===== config.mk =====
export PLATFORM = sky130hd
export DESIGN_NAME = switch_allocator_flat
export DESIGN_NICKNAME = d
export VERILOG_FILES = /design/src/rtl/switch_allocator_pkg.sv /design/src/rtl/switch_allocator_if.sv /design/src/rtl/switch_allocator_arbiter.sv /design/src/rtl/switch_allocator.sv /design/src/flat_wrapper.sv
export SDC_FILE = /design/constraint.sdc
export NUM_CORES = 1
export LEC_CHECK = 0
export CORE_ASPECT_RATIO = 0.5
export CORE_UTILIZATION = 50
export CTS_CLUSTER_SIZE = 12
export DETAILED_ROUTE_END_ITERATION = 6
export PLACE_DENSITY = 0.82
export SYNTH_ARGS = -nofsm -noshare
export SYNTH_HDL_FRONTEND = slang
export SYNTH_SLANG_ARGS = --single-unit

===== constraint.sdc =====
create_clock -name clk -period 12.4 [get_ports clk]
set_input_delay 1.86 -clock clk [delete_from_list [all_inputs] [get_ports clk]]
set_output_delay 1.86 -clock clk [all_outputs]
set_load 0.03 [all_outputs]

===== src/rtl/switch_allocator_pkg.sv =====
// Shared NoC router parameters and types for the switch allocation stage.
// Latency: n/a (types and constants only).
// Backpressure: n/a.
package switch_allocator_pkg;

    localparam int VC_NUM    = 2;
    localparam int PORT_NUM  = 5;
    localparam int VC_SIZE   = (VC_NUM > 1) ? $clog2(VC_NUM) : 1;
    localparam int PORT_SIZE = $clog2(PORT_NUM);

    // Index order matters: crossbar selects and arbiter priority use it.
    typedef enum logic [PORT_SIZE-1:0] {
        LOCAL = 3'd0,
        NORTH = 3'd1,
        SOUTH = 3'd2,
        WEST  = 3'd3,
        EAST  = 3'd4
    } port_t;

endpackage


===== src/rtl/switch_allocator_if.sv =====
// Bundle between the input ports / downstream flags and the switch allocator.
// Latency: n/a; read handshake is combinational, crossbar fields are registered.
// Backpressure: on_off gates eligibility per downstream VC.
// master = input-port side, slave = allocator.
interface switch_allocator_if;
    import switch_allocator_pkg::*;

    logic  [PORT_NUM-1:0][VC_NUM-1:0]              request;
    port_t [PORT_NUM-1:0][VC_NUM-1:0]              out_port;
    logic  [PORT_NUM-1:0][VC_NUM-1:0][VC_SIZE-1:0] downstream_vc;
    logic  [PORT_NUM-1:0][VC_NUM-1:0]              on_off;
    logic  [PORT_NUM-1:0]                          valid_sel;
    logic  [PORT_NUM-1:0][VC_SIZE-1:0]             vc_sel;
    logic  [PORT_NUM-1:0][PORT_SIZE-1:0]           xb_sel;
    logic  [PORT_NUM-1:0]                          valid_flit;

    modport master (
        output request, out_port, downstream_vc, on_off,
        input  valid_sel, vc_sel, xb_sel, valid_flit
    );

    modport slave (
        input  request, out_port, downstream_vc, on_off,
        output valid_sel, vc_sel, xb_sel, valid_flit
    );

endinterface


===== src/rtl/switch_allocator_arbiter.sv =====
// Round-robin arbiter: one-hot grant plus index, pointer moves past the grantee.
// Latency: 0 cycles request->grant; pointer updates on the next clk edge.
// Backpressure: update_i=0 holds priority so a blocked grantee keeps its turn.
// Ports: clk, rst, request_i[N], update_i, grant_o[N] (one-hot), grant_idx_o.
module round_robin_arbiter #(
    parameter  int N     = 4,
    localparam int IDX_W = (N > 1) ? $clog2(N) : 1
) (
    input  logic             clk,
    input  logic             rst,
    input  logic [N-1:0]     request_i,
    input  logic             update_i,
    output logic [N-1:0]     grant_o,
    output logic [IDX_W-1:0] grant_idx_o
);

    logic [IDX_W-1:0] ptr_q, ptr_d;

    always_comb begin : search
        int   j;
        logic found;
        j           = 0;
        found       = 1'b0;
        grant_o     = '0;
        grant_idx_o = '0;
        // Scan from the pointer upward, wrapping; first requester wins.
        for (int k = 0; k < N; k++) begin
            j = int'(ptr_q) + k;
            if (j >= N) j = j - N;
            if (!found && request_i[j]) begin
                found       = 1'b1;
                grant_o[j]  = 1'b1;
                grant_idx_o = IDX_W'(j);
            end
        end
        ptr_d = ptr_q;
        if (update_i && found) begin
            ptr_d = (int'(grant_idx_o) == N - 1) ? '0 : grant_idx_o + 1'b1;
        end
    end

    always_ff @(posedge clk) begin
        if (rst) ptr_q <= '0;
        else     ptr_q <= ptr_d;
    end

endmodule


===== src/rtl/switch_allocator.sv =====
// Separable input-first switch allocator with round-robin at both stages.
// Latency: valid_sel/vc_sel same cycle as request; xb_sel/valid_flit one cycle later.
// Backpressure: requests to a downstream VC with on_off=0 are never granted.
// Ports: clk, rst (sync, active-high), sa_if (slave): per-VC request/route/
// downstream VC/on_off in; valid_sel, vc_sel, xb_sel, valid_flit out.
module switch_allocator
    import switch_allocator_pkg::*;
(
    input  logic               clk,
    input  logic               rst,
    switch_allocator_if.slave  sa_if
);

    logic [PORT_NUM-1:0][VC_NUM-1:0]    elig;
    logic [PORT_NUM-1:0][VC_NUM-1:0]    s1_gnt;
    logic [PORT_NUM-1:0][VC_SIZE-1:0]   cand_vc;
    logic [PORT_NUM-1:0]                cand_valid;
    logic [PORT_NUM-1:0][PORT_NUM-1:0]  out_req;   // [output][input]
    logic [PORT_NUM-1:0][PORT_NUM-1:0]  s2_gnt;    // [output][input]
    logic [PORT_NUM-1:0][PORT_SIZE-1:0] s2_idx;
    logic [PORT_NUM-1:0]                out_vld;
    logic [PORT_NUM-1:0]                in_win;
    logic [PORT_NUM-1:0]                valid_flit_q, valid_flit_d;
    logic [PORT_NUM-1:0][PORT_SIZE-1:0] xb_sel_q, xb_sel_d;

    // A VC competes only if its allocated downstream VC is currently on.
    always_comb begin
        elig = '0;
        for (int i = 0; i < PORT_NUM; i++) begin
            for (int v = 0; v < VC_NUM; v++) begin
                if (int'(sa_if.out_port[i][v]) < PORT_NUM) begin
                    elig[i][v] = sa_if.request[i][v] &
                        sa_if.on_off[sa_if.out_port[i][v]][sa_if.downstream_vc[i][v]];
                end
            end
        end
    end

    // Stage 1 pointer only advances when the input also wins stage 2.
    for (genvar i = 0; i < PORT_NUM; i++) begin : g_in_arb
        round_robin_arbiter #(.N(VC_NUM)) u_in_arb (
            .clk         (clk),
            .rst         (rst),
            .request_i   (elig[i]),
            .update_i    (in_win[i]),
            .grant_o     (s1_gnt[i]),
            .grant_idx_o (cand_vc[i])
        );
    end

    always_comb begin
        cand_valid = '0;
        out_req    = '0;
        for (int i = 0; i < PORT_NUM; i++) begin
            cand_valid[i] = |s1_gnt[i];
            for (int o = 0; o < PORT_NUM; o++) begin
                out_req[o][i] = cand_valid[i] &&
                                (int'(sa_if.out_port[i][cand_vc[i]]) == o);
            end
        end
    end

    for (genvar o = 0; o < PORT_NUM; o++) begin : g_out_arb
        round_robin_arbiter #(.N(PORT_NUM)) u_out_arb (
            .clk         (clk),
            .rst         (rst),
            .request_i   (out_req[o]),
            .update_i    (out_vld[o]),
            .grant_o     (s2_gnt[o]),
            .grant_idx_o (s2_idx[o])
        );
    end

    always_comb begin
        in_win       = '0;
        out_vld      = '0;
        valid_flit_d = '0;
        xb_sel_d     = '0;
        for (int o = 0; o < PORT_NUM; o++) begin
            out_vld[o] = |s2_gnt[o];
            in_win     = in_win | s2_gnt[o];
            if (out_vld[o] && !rst) begin
                valid_flit_d[o] = 1'b1;
                xb_sel_d[o]     = s2_idx[o];
            end
        end
    end

    // Read handshake back to the input ports; muted while in reset.
    always_comb begin
        sa_if.valid_sel = '0;
        sa_if.vc_sel    = '0;
        for (int i = 0; i < PORT_NUM; i++) begin
            if (in_win[i] && !rst) begin
                sa_if.valid_sel[i] = 1'b1;
                sa_if.vc_sel[i]    = cand_vc[i];
            end
        end
    end

    // Registered so the crossbar lines up with the buffer read one cycle later.
    always_ff @(posedge clk) begin
        if (rst) begin
            valid_flit_q <= '0;
            xb_sel_q     <= '0;
        end else begin
            valid_flit_q <= valid_flit_d;
            xb_sel_q     <= xb_sel_d;
        end
    end

    assign sa_if.valid_flit = valid_flit_q;
    assign sa_if.xb_sel     = xb_sel_q;

endmodule


===== src/flat_wrapper.sv =====
// flat-port wrapper written by rule: the top's interface ports become plain ports
module switch_allocator_flat import switch_allocator_pkg::*;
  (clk, rst, sa_if_request, sa_if_out_port, sa_if_downstream_vc, sa_if_on_off, sa_if_valid_sel, sa_if_vc_sel, sa_if_xb_sel, sa_if_valid_flit);
  switch_allocator_if sa_if_i ();
  input  logic clk;
  input  logic rst;
  input wire logic [$bits(sa_if_i.request)-1:0] sa_if_request;
  input wire logic [$bits(sa_if_i.out_port)-1:0] sa_if_out_port;
  input wire logic [$bits(sa_if_i.downstream_vc)-1:0] sa_if_downstream_vc;
  input wire logic [$bits(sa_if_i.on_off)-1:0] sa_if_on_off;
  output wire logic [$bits(sa_if_i.valid_sel)-1:0] sa_if_valid_sel;
  output wire logic [$bits(sa_if_i.vc_sel)-1:0] sa_if_vc_sel;
  output wire logic [$bits(sa_if_i.xb_sel)-1:0] sa_if_xb_sel;
  output wire logic [$bits(sa_if_i.valid_flit)-1:0] sa_if_valid_flit;
  assign sa_if_i.request = sa_if_request;
  assign sa_if_i.out_port = sa_if_out_port;
  assign sa_if_i.downstream_vc = sa_if_downstream_vc;
  assign sa_if_i.on_off = sa_if_on_off;
  assign sa_if_valid_sel = sa_if_i.valid_sel;
  assign sa_if_vc_sel = sa_if_i.vc_sel;
  assign sa_if_xb_sel = sa_if_i.xb_sel;
  assign sa_if_valid_flit = sa_if_i.valid_flit;
  switch_allocator u_core (.clk(clk), .rst(rst), .sa_if(sa_if_i));
endmodule

==> impl_metrics.yaml, run 1 <==
outcome:
  status: "finished, violations left"
  violations: "design-rule violations"
worst_setup_path:
  worstReg2RegStart: "u_core.g_out_arb[3].u_out_arb.ptr_q[0]"
  crit_path_cell_trace: "clkdlybuf4s50_1 -> mux2_1 -> a221o_1 -> a41o_4 -> nor4b_1 -> o21ai_0 -> o2111ai_1 -> nand2b_1 -> o41ai_1 -> a221oi_1 -> o21ai_0 -> nor4_1 -> nor2_1 -> clkdlybuf4s50_1"
  critPathCaptureType: "primary output"
  worst-path-max-fanout: 10
  path_buf_inv: 2
  regToRegSetupSlack_ps: 6200
  path_delay_family: "simple AND/OR/NAND/NOR gates"
  crit_slowest_cell: "nor4b_1"
  slowest_delay_ps: 970
  cp-start-kind: "input port"
  arrival_ps: 7880
  r2r_cells: 16
  r2r_end: "u_core.g_in_arb[0].u_in_arb.ptr_q"
  worst-setup-path-type: "in -> out"
  required_ps: 10540
power_and_ir_drop:
  combPwrFrac_pct: 88.9
  ir_drop_mv: 0.138
  powerDensity_nw_per_um2: 286
  p_total_uw: 3600
  p_int_uw: 1420
  p_sw_share_pct: 60.6
  seqPwrFrac_pct: 6.5
  switching_power_uw: 2180
  p_leak_uw: 0.00491
  power_frac_clock_pct: 4.6
timing:
  worst_slew_pin_slew_ps: 1210
  fmax_ghz: 0.103
  hold_violations: 0
  clock_skew_ps: 21.6
  relSlewSlack_pct: 18.5
  rsz0062_at_grt: "false"
  fin_crit_ps: 9740
  slew_violations: 0
  fin_tns_setup_ps: 0
  min_period_over_period_pct: 78.6
  setup_viol: 0
floorplanning:
  dieWidth_um: 216
  die_h_um: 109
  initial_core_util_pct: 52.0
  num_io_pins: 92
  core_um2: 22100
  dieArea_um2: 23600
  fp-row-count: 38
synth:
  syn_area_um2: 11500
  syn_inst: 1686
  synth_edf_count: 0
  ys_warn_count: 0
  synth-seq-cells: 40
  async_reset_ff_share_pct: 0
  synth_nets: 1823
  postSynthAreaPerCell_um2: 6.80
  synth_flop_cell: "dfxtp_1"
  yosysUniqueCellTypes: 119
  seq_area_frac_synth_pct: 6.99
clock_tree:
  clk-insertion-delay-late_ps: 320
  postCtsHoldBufs: 0
  ctsRootBufferMaster: "clkbuf_16"
  cts_tree: "done"
  clkSlewWorstSetupHoldPaths_ps: 80
  cts_made_buffers: 5
  cts_buffer_depth: 2
  clock_sinks: 40
  cts_resized: 0
  htree_num_levels: 2
  postCtsSetupBuffers: 0
global_route:
  grt_overflow: 0
  grt_pass1_vias: 11900
  grt_max_degree: 36
  grt_pass1_wl_mm: 62.4
  grtUsageTotal_pct: 32.5
  antenna_found_initial: 0
final_layout:
  drive_gt1_share_pct: 6.28
  regArea_um2: 801
  area_growth_pct: 9.61
  diodes: 0
  fin_nets: 1839
  fin_area_um2: 12600
  fill_cells: 2196
  multi_input_area_um2: 9930
  finalNonFillerCells: 2003
routing:
  vias_per_cell: 6.86
  drt_iter0_drc: 1942
  totalWireLength_mm: 40.1
  num_vias: 13700
  wire_per_inst_um: 20.0
  firstDrtPassIters: 7
  drc_errors: 1
  ant_nets: 0
run:
  max_cap_violations: 0
hold_path:
  hold_path_depth: 2
  min_path_type: "reg -> reg"
  worstHoldStart: "u_core.g_in_arb[4].u_in_arb.ptr_q"
  whs_endpoint: "u_core.g_in_arb[4].u_in_arb.ptr_q"
placed_design:
  port-buffer-count: 91
  placed_area_um2: 12400
  placed_cells: 1995
  dpl.hpwl_mm: 31.6
  routabilityCongestion: 1.02
## synthesized netlist by cell type, types with 10 or more instances
| master | count | area [µm²] |
|---|---|---|
| o22ai_1 | 26 | 163 |
| nor4_1 | 23 | 144 |
| nand3_1 | 61 | 305 |
| ha_1 | 70 | 876 |
| nand3b_1 | 13 | 97.6 |
| a22oi_1 | 15 | 113 |
| inv_1 | 83 | 312 |
| nand4_1 | 31 | 194 |
| or2_2 | 15 | 93.8 |
| or4_1 | 10 | 75.1 |
| buf_1 | 11 | 41.3 |
| xnor2_1 | 28 | 245 |
| or3_1 | 29 | 181 |
| o41ai_1 | 10 | 87.6 |
| o31ai_1 | 17 | 128 |
| a211o_1 | 11 | 96.3 |
| mux2_2 | 15 | 169 |
| and2_1 | 22 | 138 |
| mux2i_1 | 43 | 430 |
| nand2b_1 | 36 | 225 |
| a31o_2 | 10 | 87.6 |
| nor3_1 | 63 | 315 |
| a32oi_1 | 11 | 96.3 |
| nand2_1 | 162 | 608 |
| a31oi_1 | 20 | 125 |
| and3_1 | 18 | 113 |
| dfxtp_1 | 40 | 801 |
| a21o_1 | 18 | 135 |
| a211oi_1 | 21 | 158 |
| nor2b_1 | 34 | 213 |
| clkbuf_1 | 57 | 214 |
| o21a_1 | 10 | 75.1 |
| nor2_1 | 175 | 657 |
| a21oi_1 | 112 | 561 |
| o21ai_0 | 94 | 470 |
| o211ai_1 | 19 | 143 |
| a221oi_1 | 20 | 175 |
| buf_2 | 11 | 55.1 |
## state kept, by name, summed over array words and instances, names as in the netlist
| register | count |
|---|---|
| u_core.g_out_arb.u_out_arb.ptr_q | 15 |
| u_core.sa_if.xb_sel | 15 |
| u_core.g_in_arb.u_in_arb.ptr_q | 5 |
| u_core.sa_if.valid_flit | 5 |
## power groups by stage
stage                     combinational [µW]  sequential (µW)  clock, µW
after floorplan                         2340              243          0
after global placement                  3060              234          0
after detailed placement                3080              235          0
after CTS                               3090              232        163
after global routing                    3450              240        169
final                                   3200              234        164
## cell families (layout without fill, tap and decap cells)
| family | Yosys count | in the layout | share of synthesized area [%] |
|---|---|---|---|
| compound gates | 539 | 539 | 33.5 |
| flops | 40 | 40 | 6.99 |
| buf+inv | 175 | 192 | 6.39 |
| mux | 68 | 68 | 7.00 |
| xor+xnor | 35 | 35 | 2.67 |
| simple gates | 754 | 754 | 35.0 |
| fa+ha+maj | 75 | 75 | 8.51 |
## per-stage QoR
| stage | setup WS (ps) | utilization (%) | hold slack (ps) |
|---|---|---|---|
| 6_report | 2660 | 57.0 | 501 |
| 5_1_grt | 2520 | 57.0 | 530 |
| 3_5_place_dp | 2990 | 56.2 | 483 |
| 3_3_place_gp | 3030 | 56.2 | 484 |
| 4_1_cts | 2960 | 57.0 | 499 |
| 2_1_floorplan | 4650 | - | 459 |
## cell type report
class	instances	area share (%)
clock inverter	3	0.368
tap	300	2.99
inverter	86	2.57
clock buffer	5	0.996
timing repair buffer	98	7.67
sequential	40	6.37
multi-input combinational	1471	79.0
## per-layer routing
metal | global-route usage (%) | vias up | wire, µm
li1 | - | 6448 | -
met2 | 53.0 | 833 | 17700
met1 | 44.6 | 6385 | 17200
met4 | 7.14 | 0 | 822
met5 | 0 | - | 0
met3 | 5.72 | 82 | 4390
## placed cells by master, fill, tap and decap left out, types with 11 or more instances in the layout
cell type,instances
nand3_1,61
nand3b_1,13
or2_2,15
a211o_1,11
a21o_1,18
a31oi_1,20
nor4_1,23
inv_1,83
nor3_1,63
ha_1,70
or3_1,29
a221oi_1,20
o211ai_1,19
o22ai_1,26
mux2i_1,43
a21oi_1,112
clkdlybuf4s50_1,91
and2_1,22
nor2_1,175
dfxtp_1,40
a22oi_1,15
mux2_2,15
o21ai_0,94
o31ai_1,17
and3_1,18
xnor2_1,28
a211oi_1,21
nand2b_1,36
nor2b_1,34
a32oi_1,11
nand4_1,31
nand2_1,162
## worst register-to-register path: cells and delay by family, from the launching register on
kind                     cells  cell delay [ps]
AO/OA/AOI/OAI                7             1930
XOR/XNOR                     1              260
adder cells (fa/ha/maj)      2              600
buffers and inverters        2              600
flip-flops                   1              960
AND/OR/NAND/NOR              4             1750
## how the worst max path moves through the flow
stage	end	start	slack, ps	cells past startpoint
final	sa_if_valid_sel[0]	sa_if_on_off[9]	2660	14
after global routing	sa_if_valid_sel[0]	sa_if_on_off[9]	2520	14
after CTS	sa_if_valid_sel[0]	sa_if_on_off[9]	2960	14
after detailed placement	sa_if_valid_sel[0]	sa_if_on_off[9]	2990	14
after global placement	sa_if_vc_sel[4]	sa_if_on_off[2]	3030	15
after floorplan	sa_if_vc_sel[3]	sa_if_out_port[23]	4650	12
Note: power is estimated with default switching activity, not from simulation.
==> run 2: changes to the inputs <==
Clock period 12.4 ns to 9 ns, I/O delays scaled along.
==> run 2 against run 1 <==
The flow now finishes without violations. Critical path depth increased by 1. First-iteration DRC count decreased by 3.2%. Wire length decreased by 1.4%. Design area increased by 0.96%. Sequential share of layout area decreased by 0.060 points. Combinational power increased by 38%. Core utilization increased by 0.54 points. Die area unchanged. Flip-flop and latch count unchanged. Hold slack improved by 35 ps. Non-clock buffer count increased by 16. Register-to-register slack got worse by 3100 ps.
==> impl_metrics.yaml, run 2 (same netlist as run 1, synthesis figures left out) <==
outcome:
  status: "completed"
clock_tree:
  postCtsSetupBuffers: 0
  clk-insertion-delay-late_ps: 320
  postCtsHoldBufs: 0
  cts_tree: "done"
  htree_num_levels: 2
  clock_sinks: 40
  cts_buffer_depth: 2
  cts_resized: 0
  cts_made_buffers: 5
  ctsRootBufferMaster: "clkbuf_16"
  clkSlewWorstSetupHoldPaths_ps: 80
worst_setup_path:
  cp-start-kind: "input port"
  r2r_end: "u_core.g_out_arb[3].u_out_arb.ptr_q[1]"
  worstReg2RegStart: "u_core.g_out_arb[3].u_out_arb.ptr_q[0]"
  arrival_ps: 7110
  required_ps: 7650
  worst-setup-path-type: "in -> out"
  critPathCaptureType: "primary output"
  r2r_cells: 16
  regToRegSetupSlack_ps: 3090
  worst-path-max-fanout: 10
placed_design:
  routabilityCongestion: 1.02
  placed_cells: 2011
  placed_area_um2: 12500
  place_ws_ps: 759
  port-buffer-count: 91
  dpl.hpwl_mm: 31.2
global_route:
  grt_pass1_wl_mm: 62.0
  grt_overflow: 0
  antenna_found_initial: 1
  grtUsageTotal_pct: 32.3
  grt_max_degree: 36
  grt_pass1_vias: 11900
power_and_ir_drop:
  power_frac_clock_pct: 4.5
  ir_drop_mv: 0.170
  p_sw_share_pct: 60.0
  combPwrFrac_pct: 88.9
  seqPwrFrac_pct: 6.6
  p_leak_uw: 0.00499
  p_int_uw: 1990
  switching_power_uw: 2990
  powerDensity_nw_per_um2: 393
timing:
  min_period_over_period_pct: 94.0
  worst_slew_pin_slew_ps: 1010
  hold_violations: 0
  hold_slack_ps: 536
  setup_viol: 0
  fin_crit_ps: 8460
  fmax_ghz: 0.118
  clock_skew_ps: 18.5
  fin_tns_setup_ps: 0
  slew_violations: 0
  setup_slack_ps: 540
  rsz0062_at_grt: "false"
  relSlewSlack_pct: 31.6
floorplanning:
  num_io_pins: 92
  die_h_um: 109
  dieWidth_um: 216
  dieArea_um2: 23600
  core_um2: 22100
  fp-row-count: 38
  initial_core_util_pct: 52.0
routing:
  vias_per_cell: 6.82
  ant_nets: 0
  firstDrtPassIters: 6
  drc_errors: 0
  totalWireLength_mm: 39.5
  wire_per_inst_um: 19.6
  drt_iter0_drc: 1880
  num_vias: 13800
hold_path:
  min_path_type: "reg -> reg"
  whs_endpoint: "u_core.g_in_arb[4].u_in_arb.ptr_q"
  hold_path_depth: 2
  worstHoldStart: "u_core.g_in_arb[4].u_in_arb.ptr_q"
final_layout:
  fin_area_um2: 12700
  finalNonFillerCells: 2019
  mostFrequentLayoutCells: "nor2_1 (175), nand2_1 (162), a21oi_1 (112), o21ai_0 (94), clkdlybuf4s50_1 (91)"
  area_growth_pct: 10.7
  drive_gt1_share_pct: 7.16
  fin_nets: 1855
  final_common_cell: "nor2_1"
  diodes: 0
run:
  max_cap_violations: 0
## run 2: cell types whose count changed in the layout (fill, tap and decap cells not counted), sizes merged
cell  delta
buf     +16
## run 2: power by group through the flow
stage	Sequential (µW)	Clock [µW]	Combinational (µW)
5_1_grt	340	233	4810
6_report	329	223	4430
3_5_place_dp	332	0	4280
2_1_floorplan	334	0	3230
4_1_cts	328	222	4300
3_3_place_gp	331	0	4250
## run 2: area by class of cell
| cell class | count | area, µm² |
|---|---|---|
| clock buffer | 5 | 125 |
| multi-input combinational | 1471 | 9930 |
| clock inverter | 3 | 46.3 |
| inverter | 86 | 323 |
| tap | 300 | 375 |
| timing repair buffer | 114 | 1080 |
| fill | 2089 | 9380 |
| sequential | 40 | 801 |
## run 2: how the worst max path moves through the flow
stage	slack (ps)	cells after the start	end	startpoint
after global placement	780	15	sa_if_vc_sel[3]	sa_if_on_off[0]
after floorplan	2270	12	sa_if_vc_sel[3]	sa_if_out_port[23]
final	540	15	sa_if_vc_sel[3]	sa_if_on_off[0]
after global routing	360	15	sa_if_vc_sel[3]	sa_if_on_off[0]
after CTS	730	15	sa_if_vc_sel[3]	sa_if_on_off[8]
after detailed placement	760	15	sa_if_vc_sel[3]	sa_if_on_off[8]
## run 2: metal layers
layer | share of wire, % | vias up | GRT usage, %
met5 | 0 | - | 0
met4 | 2.3 | 0 | 8.65
met3 | 11 | 88 | 6.19
met2 | 43 | 780 | 50.2
met1 | 44 | 6424 | 45.3
li1 | - | 6469 | -
## run 2: critical path, cell delays in order
cell and delay (ps):
clkdlybuf4s50_1 630, mux2_2 370, a221oi_1 450, or3b_2 230
nor3_1 50, a32oi_1 600, o31ai_1 220, o32ai_1 710
buf_4 290, nor4b_4 210, or3b_1 370, nand4_1 220
nor4_1 140, nor4_1 480, clkdlybuf4s50_1 780
## run 2: metrics by stage
stage / total power (µW) / utilization [%]
floorplan: 3560 / -
global placement: 4580 / 56.7
detailed placement: 4610 / 56.7
CTS: 4850 / 57.5
global route: 5390 / 57.5
finish: 4990 / 57.5
==> RTL change, RTL diff (config.mk and constraints of run 2) <==
Make the reset (`rst`) asynchronous in 2 clocked blocks.
--- a/src/rtl/switch_allocator_arbiter.sv
+++ b/src/rtl/switch_allocator_arbiter.sv
@@ -40,5 +40,5 @@
     end
 
-    always_ff @(posedge clk) begin
+    always_ff @(posedge clk or posedge rst) begin
         if (rst) ptr_q <= '0;
         else     ptr_q <= ptr_d;
--- a/src/rtl/switch_allocator.sv
+++ b/src/rtl/switch_allocator.sv
@@ -100,5 +100,5 @@
 
     // Registered so the crossbar lines up with the buffer read one cycle later.
-    always_ff @(posedge clk) begin
+    always_ff @(posedge clk or posedge rst) begin
         if (rst) begin
             valid_flit_q <= '0;
Formal check against the unedited RTL: not equivalent (Yosys sat finds a counterexample within 4 cycles, from zero or initial values and one cycle with rst high; the reset may be asserted at any time).
==> RTL change against run 2 <==
The flow now finishes with violations (design-rule violations). Via count is 0.33% higher. Clock skew about the same. Count of clock-buffer cells in the layout is the same. Synthesized area up 1.9%. Fmax decreased by 3.1%. Cell area is 1.2% higher. Sequential cell count stayed put. Critical path depth fell by 1. Wire length increased by 0.51%. Synthesized cell count fell by 1.2%. Setup slack got worse by 0.27 ns. Critical endpoint is now sa_if_valid_sel[3].
Power is left out: the tool's default activity adds up to more than one toggle a clock period on the data nets, which glitch-free logic cannot reach.
==> RTL change: results (changes against run 2) <==
Setup path
The endpoint identified for the worst register-to-register timing path is u_core.g_in_arb[3].u_in_arb.ptr_q. The origin of the critical flop-to-flop path is u_core.g_out_arb[1].u_out_arb.ptr_q[1]. The cell type group with the largest total delay on the critical path is simple AND/OR/NAND/NOR gates. The critical path's slowest cell is sky130_fd_sc_hd__nor4_1. The top fanout value on the critical path is 7 (-3). The arrival time of data at the critical path endpoint came to 7.38 ns (+0.27 ns).

Place
The global placer's final weighted congestion is 1.07 (+4.9%). The cell count after placement is 1994 (-0.85%). The pre-CTS setup slack is 0.593 ns (-0.166 ns).

GRT
The via count of the first global-routing pass came to 12000 (+1.2%). The number of antenna violations at the first check in global routing was 0 (-1). The first-pass GRT wire length is 62.7 mm (+1.1%).

The overall global routing resource usage is 32.3% (-0.035 points).

Run status
The checks that failed: design-rule violations. The flow ran to the end, but the final reports show violations.

Drt
The number of search-and-repair iterations in the first detailed-routing pass is 7 (+1). The via count is 13800 (+0.33%). The post-detailed-routing wire length is 39.7 mm (+0.51%). The remaining design rule violation count was 5 (+5).

Worst hold path
The worst min-delay path startpoint is u_core.g_in_arb[2].u_in_arb.ptr_q. The hold-critical path endpoint is u_core.g_in_arb[2].u_in_arb.ptr_q. The number of stages on the worst hold path is 1 (-1).

Synthesis
The adder and majority gate portion of the synthesized area is 8.46% (-0.050 points). The fraction of synthesis flops using an asynchronous set or reset pin is 100% (+100 points). By count the netlist is led by 155 x sky130_fd_sc_hd__nand2_1, 151 x sky130_fd_sc_hd__nor2_1, 117 x sky130_fd_sc_hd__a21oi_1.

The flip-flop cell with the highest count after synthesis is sky130_fd_sc_hd__dfrtp_1. The fraction of the yosys area taken by sequential cells came to 8.57% (+1.6 points). The xor/xnor cell area share of the yosys netlist was 2.32% (-0.35 points). The number of distinct library cell variants in the gate-level netlist after synthesis is 109 (-8.4%). The synthesized netlist cell count is 1666 (-1.2%). The mux cell area share after synthesis is 8.26% (+1.3 points).

STA
The setup clock skew after layout is 0.0188 ns (+0.000341 ns). The achievable frequency is 0.115 GHz (-3.1%). The measured slew at the worst slew-check pin is 1.10 ns (+0.0843 ns).

Finish
The count of filler cells inserted in the layout is 2161 (+3.4%). The share of final-layout standard cells stronger than drive strength 1 is 6.73% (-0.43 points).
==> RTL change: changes by cell type in the layout (fill, tap and decap cells not counted), moves of 9 or more <==
cell                              run 2  this run
sky130_fd_sc_hd__or3_1               29        20
sky130_fd_sc_hd__mux2_2              15        25
sky130_fd_sc_hd__o21ai_0             94       106
sky130_fd_sc_hd__a211oi_1            21        11
sky130_fd_sc_hd__buf_4               23        10
sky130_fd_sc_hd__nor2_1             175       151
sky130_fd_sc_hd__o211ai_1            19        34
sky130_fd_sc_hd__mux2i_1             43        54
sky130_fd_sc_hd__dfxtp_1             40         0
sky130_fd_sc_hd__dfrtp_1              0        40
sky130_fd_sc_hd__nand3_1             61        48
==> RTL change: kinds of logic (layout without fill, tap and decap cells) <==
kind of cell             Yosys count  after routing
buffers and inverters            166            195
adder cells (fa/ha/maj)           76             76
AND/OR/NAND/NOR                  689            689
multiplexers                      88             88
flip-flops                        40             40
AO/OA/AOI/OAI                    576            576
XOR/XNOR                          31             31
other                              0              1
==> RTL change: cell type report <==
class                      instances  share of cell area, %
inverter                          86                   2.51
sequential                        40                   7.80
antenna                            1                 0.0195
tap                              307                   2.99
multi-input combinational       1460                   77.9
clock buffer                       5                  0.975
timing repair buffer             101                   7.68
clock inverter                     3                  0.146
==> RTL change: per-layer routing <==
layer  wire length (um)  vias to the layer above  GRT usage (%)  share of wire [%]
met4               1040                        0           9.49                2.6
li1                   -                     6459              -                  -
met3               4280                      102           5.49                 11
met2              17200                      828           50.6                 43
met5                  0                        -              0                  0
met1              17100                     6417           45.2                 43
==> RTL change: worst max path at each step <==
| stage | endpoint | from | depth (start not counted) |
|---|---|---|---|
| 2_1_floorplan | sa_if_vc_sel[0] | sa_if_on_off[4] | 13 |
| 3_3_place_gp | sa_if_vc_sel[3] | sa_if_downstream_vc[3] | 14 |
| 3_5_place_dp | sa_if_vc_sel[3] | sa_if_downstream_vc[3] | 14 |
| 4_1_cts | sa_if_vc_sel[3] | sa_if_on_off[4] | 14 |
| 5_1_grt | sa_if_valid_sel[3] | sa_if_downstream_vc[3] | 14 |
| 6_report | sa_if_valid_sel[3] | sa_if_downstream_vc[3] | 14 |
==> RTL change: through the flow <==
step,instance area [um^2],hold slack [ns]
3_5_place_dp,12700,0.564
4_1_cts,12800,0.576
5_1_grt,12800,0.597
3_3_place_gp,12700,0.549
6_report,12800,0.589
2_1_floorplan,11700,0.493
